**src/rtl/port_arbiter_pkg.sv**
```systemverilog
// port_arbiter_pkg: shared constants, control FSM encoding and the id-width
// helper used by the arbiter, its interface and the round-robin picker.
package port_arbiter_pkg;

  localparam int DEFAULT_NREQ = 4;
  localparam int DEFAULT_DW   = 16;

  // Control FSM: IDLE = output register empty, FULL = output register holds
  // a word, LOCK = a burst is open and the grant is pinned to its owner.
  typedef enum logic [1:0] {
    ARB_IDLE = 2'd0,
    ARB_FULL = 2'd1,
    ARB_LOCK = 2'd2
  } arb_state_e;

  // Flat constants for code that keeps the state in a plain logic vector.
  localparam logic [1:0] ST_IDLE = ARB_IDLE;
  localparam logic [1:0] ST_FULL = ARB_FULL;
  localparam logic [1:0] ST_LOCK = ARB_LOCK;

  // Width of a requester index; never narrower than one bit.
  function automatic int id_width(input int n);
    return (n > 1) ? $clog2(n) : 1;
  endfunction

endpackage

```
**src/rtl/port_arbiter_if.sv**
```systemverilog
// port_arbiter_if: requester-side and output-side handshake bundle.
// master = the arbiter itself, slave = the surrounding requesters/sink.
interface port_arbiter_if
  import port_arbiter_pkg::*;
#(
  parameter int NREQ = DEFAULT_NREQ,
  parameter int DW   = DEFAULT_DW
);

  localparam int IW = id_width(NREQ);

  logic [NREQ-1:0]    req_valid;
  logic [NREQ*DW-1:0] req_data;
  logic [NREQ-1:0]    req_last;
  logic [NREQ-1:0]    req_ready;

  logic               out_valid;
  logic [DW-1:0]      out_data;
  logic [IW-1:0]      out_id;
  logic               out_ready;

  modport master (
    input  req_valid, req_data, req_last, out_ready,
    output req_ready, out_valid, out_data, out_id
  );

  modport slave (
    output req_valid, req_data, req_last, out_ready,
    input  req_ready, out_valid, out_data, out_id
  );

endinterface

```
**src/rtl/port_arbiter_rr_pick.sv**
```systemverilog
// rr_pick: purely combinational round-robin picker. Scans the request
// vector starting at 'start', wrapping past NREQ-1, and returns the first
// active requester as both a one-hot grant and an index.
module rr_pick
  import port_arbiter_pkg::*;
#(
  parameter int NREQ = DEFAULT_NREQ,
  parameter int IW   = id_width(NREQ)
) (
  input  logic [NREQ-1:0] req,
  input  logic [IW-1:0]   start,
  output logic [NREQ-1:0] gnt,
  output logic [IW-1:0]   idx,
  output logic            any
);

  int            pos;
  logic [IW-1:0] ci;

  // Walk the requesters in priority order from start and keep the first hit.
  always_comb begin
    gnt = '0;
    idx = '0;
    any = 1'b0;
    pos = 0;
    ci  = '0;
    for (int k = 0; k < NREQ; k++) begin
      pos = int'(start) + k;
      if (pos >= NREQ) pos = pos - NREQ;
      ci = IW'(pos);
      if (!any && req[ci]) begin
        any     = 1'b1;
        idx     = ci;
        gnt[ci] = 1'b1;
      end
    end
  end

endmodule

```
**src/rtl/port_arbiter.sv**
```systemverilog
// port_arbiter: NREQ-to-1 round-robin arbiter feeding a single registered
// output word with valid/ready handshake and a clock enable.
// Optional burst locking is enabled by defining PORT_ARBITER_LOCK_EN; when it
// is undefined req_last is ignored and every word is arbitrated on its own.
// clr_n asserts asynchronously; its release is expected to arrive already
// synchronised to clk by the system reset-release path, so a grant can
// happen on the very first edge after release.
module port_arbiter
  import port_arbiter_pkg::*;
#(
  parameter int NREQ = DEFAULT_NREQ,
  parameter int DW   = DEFAULT_DW
) (
  input  logic           clk,
  input  logic           clr_n,
  input  logic           ce,
  port_arbiter_if.master bus
);

  localparam int              IW       = id_width(NREQ);
  localparam logic [IW-1:0]   LAST_IDX = IW'(NREQ - 1);

  logic [1:0]      state;
  logic [1:0]      state_next;
  logic [IW-1:0]   last_grant;

  logic            out_valid_q;
  logic [DW-1:0]   out_data_q;
  logic [IW-1:0]   out_id_q;

  logic            free;
  logic            xfer;
  logic            sel_last;
  logic [DW-1:0]   sel_data;
  logic [IW-1:0]   rr_start;

  logic [NREQ-1:0] pick_req;
  logic [NREQ-1:0] pick_gnt;
  logic [IW-1:0]   pick_start;
  logic [IW-1:0]   pick_idx;
  logic            pick_any;

  // Fair search starts one past whoever last completed a transfer.
  always_comb begin
    rr_start = (last_grant == LAST_IDX) ? '0 : last_grant + 1'b1;
  end

`ifdef PORT_ARBITER_LOCK_EN
  // During an open burst only its owner is eligible; otherwise plain round-robin.
  always_comb begin
    if (state == ST_LOCK) begin
      pick_req   = bus.req_valid & (NREQ'(1) << last_grant);
      pick_start = last_grant;
    end else begin
      pick_req   = bus.req_valid;
      pick_start = rr_start;
    end
  end

  assign sel_last = bus.req_last[pick_idx];
`else
  logic unused_last;
  assign unused_last = ^bus.req_last;

  // Without locking every word competes independently.
  always_comb begin
    pick_req   = bus.req_valid;
    pick_start = rr_start;
  end

  assign sel_last = 1'b1;
`endif

  rr_pick #(
    .NREQ (NREQ),
    .IW   (IW)
  ) u_pick (
    .req   (pick_req),
    .start (pick_start),
    .gnt   (pick_gnt),
    .idx   (pick_idx),
    .any   (pick_any)
  );

  // Select the granted requester's data slice for loading into the register.
  always_comb begin
    sel_data = '0;
    for (int i = 0; i < NREQ; i++) begin
      if (pick_idx == IW'(i)) sel_data = bus.req_data[i*DW +: DW];
    end
  end

  // Accept a word only when enabled, out of reset and the register can take it.
  always_comb begin
    free          = !out_valid_q || bus.out_ready;
    xfer          = clr_n && ce && free && pick_any;
    bus.req_ready = xfer ? pick_gnt : '0;
  end

  // Next control state: fill/drain for IDLE/FULL, burst tracking for LOCK.
  always_comb begin
    state_next = state;
    if (ce) begin
      case (state)
        ST_IDLE, ST_FULL: begin
          if (xfer)               state_next = sel_last ? ST_FULL : ST_LOCK;
          else if (bus.out_ready) state_next = ST_IDLE;
        end
        ST_LOCK: begin
          if (xfer && sel_last)   state_next = ST_FULL;
        end
        default:                  state_next = ST_IDLE;
      endcase
    end
  end

  // Control state and round-robin pointer; pointer moves only on a transfer.
  always_ff @(posedge clk or negedge clr_n) begin
    if (!clr_n) begin
      state      <= ST_IDLE;
      last_grant <= LAST_IDX;
    end else if (ce) begin
      state <= state_next;
      if (xfer) last_grant <= pick_idx;
    end
  end

  // Output register: load on transfer, clear valid on a drain with no refill.
  always_ff @(posedge clk or negedge clr_n) begin
    if (!clr_n) begin
      out_valid_q <= 1'b0;
      out_data_q  <= '0;
      out_id_q    <= '0;
    end else if (ce) begin
      if (xfer) begin
        out_valid_q <= 1'b1;
        out_data_q  <= sel_data;
        out_id_q    <= pick_idx;
      end else if (bus.out_ready) begin
        out_valid_q <= 1'b0;
      end
    end
  end

  assign bus.out_valid = out_valid_q;
  assign bus.out_data  = out_data_q;
  assign bus.out_id    = out_id_q;

endmodule

```
**src/flat_wrapper.sv**
```systemverilog
// flat-port wrapper written by rule: the top's interface ports become plain ports
module port_arbiter_flat import port_arbiter_pkg::*;
#(
  parameter int NREQ = DEFAULT_NREQ,
  parameter int DW   = DEFAULT_DW
)
  (clk, clr_n, ce, bus_req_valid, bus_req_data, bus_req_last, bus_out_ready, bus_req_ready, bus_out_valid, bus_out_data, bus_out_id);
  port_arbiter_if #(.NREQ(NREQ), .DW(DW)) bus_i ();
  input  logic clk;
  input  logic clr_n;
  input  logic ce;
  input wire logic [$bits(bus_i.req_valid)-1:0] bus_req_valid;
  input wire logic [$bits(bus_i.req_data)-1:0] bus_req_data;
  input wire logic [$bits(bus_i.req_last)-1:0] bus_req_last;
  input wire logic [$bits(bus_i.out_ready)-1:0] bus_out_ready;
  output wire logic [$bits(bus_i.req_ready)-1:0] bus_req_ready;
  output wire logic [$bits(bus_i.out_valid)-1:0] bus_out_valid;
  output wire logic [$bits(bus_i.out_data)-1:0] bus_out_data;
  output wire logic [$bits(bus_i.out_id)-1:0] bus_out_id;
  assign bus_i.req_valid = bus_req_valid;
  assign bus_i.req_data = bus_req_data;
  assign bus_i.req_last = bus_req_last;
  assign bus_i.out_ready = bus_out_ready;
  assign bus_req_ready = bus_i.req_ready;
  assign bus_out_valid = bus_i.out_valid;
  assign bus_out_data = bus_i.out_data;
  assign bus_out_id = bus_i.out_id;
  port_arbiter #(.NREQ(NREQ), .DW(DW)) u_core (.clk(clk), .clr_n(clr_n), .ce(ce), .bus(bus_i));
endmodule
```
**config.mk**
```make
export PLATFORM = sky130hd
export DESIGN_NAME = port_arbiter_flat
export DESIGN_NICKNAME = d
export VERILOG_FILES = /design/src/rtl/port_arbiter_pkg.sv /design/src/rtl/port_arbiter_if.sv /design/src/rtl/port_arbiter_rr_pick.sv /design/src/rtl/port_arbiter.sv /design/src/flat_wrapper.sv
export SDC_FILE = /design/constraint.sdc
export NUM_CORES = 1
export LEC_CHECK = 0
export BUFFER_PORTS_ARGS = -buffer_cell sky130_fd_sc_hd__clkbuf_2
export CAP_MARGIN = 20
export CELL_PAD_IN_SITES_DETAIL_PLACEMENT = 1
export CELL_PAD_IN_SITES_GLOBAL_PLACEMENT = 1
export CORE_ASPECT_RATIO = 1.75
export CORE_UTILIZATION = 37
export CTS_BUF_LIST = sky130_fd_sc_hd__clkbuf_8
export DETAILED_ROUTE_END_ITERATION = 8
export GPL_ROUTABILITY_DRIVEN = 0
export PLACE_DENSITY = 0.91
export SYNTH_ARGS = -nofsm -noshare
export SYNTH_HDL_FRONTEND = slang
export SYNTH_HIERARCHICAL = 1
export SYNTH_SLANG_ARGS = --single-unit
```
**constraint.sdc**
```tcl
create_clock -name clk -period 9.1 [get_ports clk]
set_clock_uncertainty 0.05 [all_clocks]
set_input_delay 1.82 -clock clk [delete_from_list [all_inputs] [get_ports clk]]
set_output_delay 1.82 -clock clk [all_outputs]
set_load 0.01 [all_outputs]
```
==> results_dict.tcl <==
set metrics [dict create \
    io_buffers 94 \
    cp_max_fo 24 \
    status "completed" \
    intPower_w 0.000605 \
    fin_setup_tns_ps 0 \
    drcViolationCount 0 \
    setup_viol 0 \
    clkSlewWorstSetupHoldPaths_ps 80 \
    cp_common_cell "clkbuf_2" \
    htree_num_levels 1 \
    combPwrFrac_pct 77.7 \
    async_flop_share_pct 100 \
    peakVddDrop_uv 330 \
    fin_area_um2 2260 \
    netSwitchingFraction_pct 41.3 \
    multi_input_area_um2 1110 \
    grt_max_degree 25 \
    wl_per_cell_um 16.5 \
    rsz0062_at_grt "no" \
    endpoint "bus_req_ready[2]" \
    fmax_mhz 179 \
    slew-limit-headroom_pct 44.1 \
    p_leak_nw 1.11 \
    synth_edf_count 0 \
    rows 32 \
    ys_ff_latch 21 \
    cap_violations 0 \
    switchingPower_w 0.000426 \
    viasPerCell 5.45 \
    finalNetCount 295 \
    powerDensity_nw_per_um2 455 \
    die_area_um2 4930 \
    cts-root-buf "clkbuf_8" \
    yosysSeqAreaShare_pct 30.8 \
    end_kind "output port" \
    hpwl_mm 3.59 \
    grt_pass1_vias 1513 \
    track_usage_pct 19.0 \
    maxSlewViolCount 0 \
    syn_area_um2 1720 \
    r2r_end "u_core/bus.out_data[9]" \
    yosysWarnings 6 \
    clockBufferDepth 2 \
    areaGrowthSynthToFinish_pct 31.9 \
    hold_viol_final 0 \
    numCtsBuffers 3 \
    hp-class "reg -> reg" \
    dr_total_vias 1433 \
    die_h_um 92.1 \
    crit_buf_inv 3 \
    grt_overflow 0 \
    die_x_um 53.5 \
    hold_slack_ps 461 \
    path_cells "clkbuf_2 > mux4_2 > nor3_1 > nand2b_1 > nand3_1 > a21oi_2 > buf_4 > and2_1 > clkbuf_2" \
    whs_path_depth 1 \
    required_ps 7230 \
    insertion_delay_ps 260 \
    start_kind "input port" \
    min_from "u_core/bus.out_data[11]" \
    worstPathArrival_ps 3730 \
    worst_pin_slew_ps 839 \
    synth_flop_cell "dfrtp_1" \
    postRouteAntennaNets 0 \
    synth.avg_cell_area_um2 14.3 \
    cts_sinks 21 \
    crit_slowest_cell "mux4_2" \
    n_antenna_cell 0 \
    placed_area_um2 2200 \
    synth_area_leader_cell "dfrtp_1" \
    syn_inst 120 \
    fin_util_pct 50.9 \
    drive_above_1_share_pct 65.1 \
    power_frac_seq_pct 16.6 \
    cts_tree "yes" \
    final-seq-area_um2 528 \
    netlist_top_cells_count "19 x dfrtp_1, 13 x mux2_2, 10 x mux4_1, 10 x mux4_2" \
    cpPeakStageDelay_ps 630 \
    drtIter0Drc 18 \
    wl_mm 4.34 \
    clkPwrFrac_pct 5.7 \
    antenna_found_initial 0 \
    synth_area_leaders "dfrtp_1 28%, mux4_1 15%, mux4_2 13%, mux2_2 8.5%, mux2_4 7.0%" \
    ios 99 \
    crit_cells 9 \
    ctsResizeCount 0 \
    core_area_um2 4440 \
    yosysMostFrequentCell "dfrtp_1" \
    synth_nets 202 \
    r2r-start "u_core/last_grant[0]" \
    critPathKind "in -> out" \
    dr.pass1.iters 4 \
    fill_cells 534 \
    post_cts_buffers 0 \
    min_period_ps 5600 \
    ff2ff_path_depth 9 \
    path_delay_family "simple AND/OR/NAND/NOR gates" \
    start_util_pct 38.6 \
    grt_pass1_wl_mm 6.84 \
    synth_cell_types 30 \
    fin_crit_sh_pct 61.5 \
    cts_hold_buf 0 \
    r2r_slack_ps 5360 \
    synth_top_area_share_pct 27.7 \
    crit_path_start "bus_req_valid[3]" \
]
## power by group through the flow
stage               clock (W)  sequential, W  combinational (W)
finish              0.0000588       0.000171           0.000801
detailed placement          0       0.000173           0.000797
CTS                 0.0000623       0.000171           0.000799
global route        0.0000657       0.000178           0.000878
floorplan                   0       0.000191           0.000642
global placement            0       0.000171           0.000769
## worst min-delay path by stage
stage | to | slack [ps]
final | u_core/bus.out_data[11] | 460
after floorplan | u_core/bus.out_valid | 490
after detailed placement | u_core/bus.out_data[11] | 450
after CTS | u_core/bus.out_data[11] | 460
after global placement | u_core/bus.out_id[0] | 440
after global routing | u_core/bus.out_data[13] | 480
## stage by stage
step	instances	worst slack, ps	total power, W
3_3_place_gp	258	3510	0.000939
4_1_cts	262	3490	0.00103
2_1_floorplan	120	3950	0.000833
3_5_place_dp	258	3490	0.000970
5_1_grt	263	3330	0.00112
6_report	263	3500	0.00103
## per-layer routing
layer	part of all wire (%)	up-vias	GRT usage, %	routed length (um)
met5	0	-	0	0
met4	1.4	0	8.11	59
met3	5.8	4	2.32	251
met2	59	53	37.2	2580
met1	34	711	18.0	1450
li1	-	665	-	-
## layout by cell type, fill, tap and decap left out, drive strengths merged
cell,instances
nand3,1
a21oi,1
dfstp,2
nor3,1
mux2,21
nand2b,2
a22oi,8
nor4,1
and2b,1
o21ai,5
o211ai,1
o221ai,1
nor2b,1
clkinv,1
and2,4
mux2i,2
nand2,3
nor2,4
clkbuf,97
buf,3
dfrtp,19
nor4b,1
a32o,1
inv,4
ha,6
mux4,20
o31ai,1
## final cells by class
class                   count  area share [%]
clock buffers               3            1.82
clock inverters             1           0.221
inverters                   4           0.663
multi-input cells          86            49.0
flip-flops and latches     21            23.3
well taps                  51            2.82
repair buffers             97            22.1
## logic make-up after synthesis
| kind of cell | count (synthesis) | share of synthesized area, % |
|---|---|---|
| adder cells (fa/ha/maj) | 6 | 4.37 |
| buffers and inverters | 13 | 5.39 |
| AND/OR/NAND/NOR | 19 | 6.92 |
| AO/OA/AOI/OAI | 18 | 7.43 |
| flip-flops | 21 | 30.8 |
| multiplexers | 43 | 45.1 |
## registers in the layout, indices dropped and copies added, names as in the netlist
name and flops:
u_core/bus.out_id 2, u_core/last_grant 2, u_core/bus.out_valid 1, u_core/bus.out_data 16
## worst reg2reg max path, stage by stage, from the launching register on
cell and delay, ps:
dfstp_2 540, ha_1 310, inv_1 140, ha_1 380
mux4_2 450, nand2b_1 200, o221ai_1 150, a32o_1 710
mux4_1 430, mux2_2 280
Note: power is estimated with default switching activity, not from simulation.
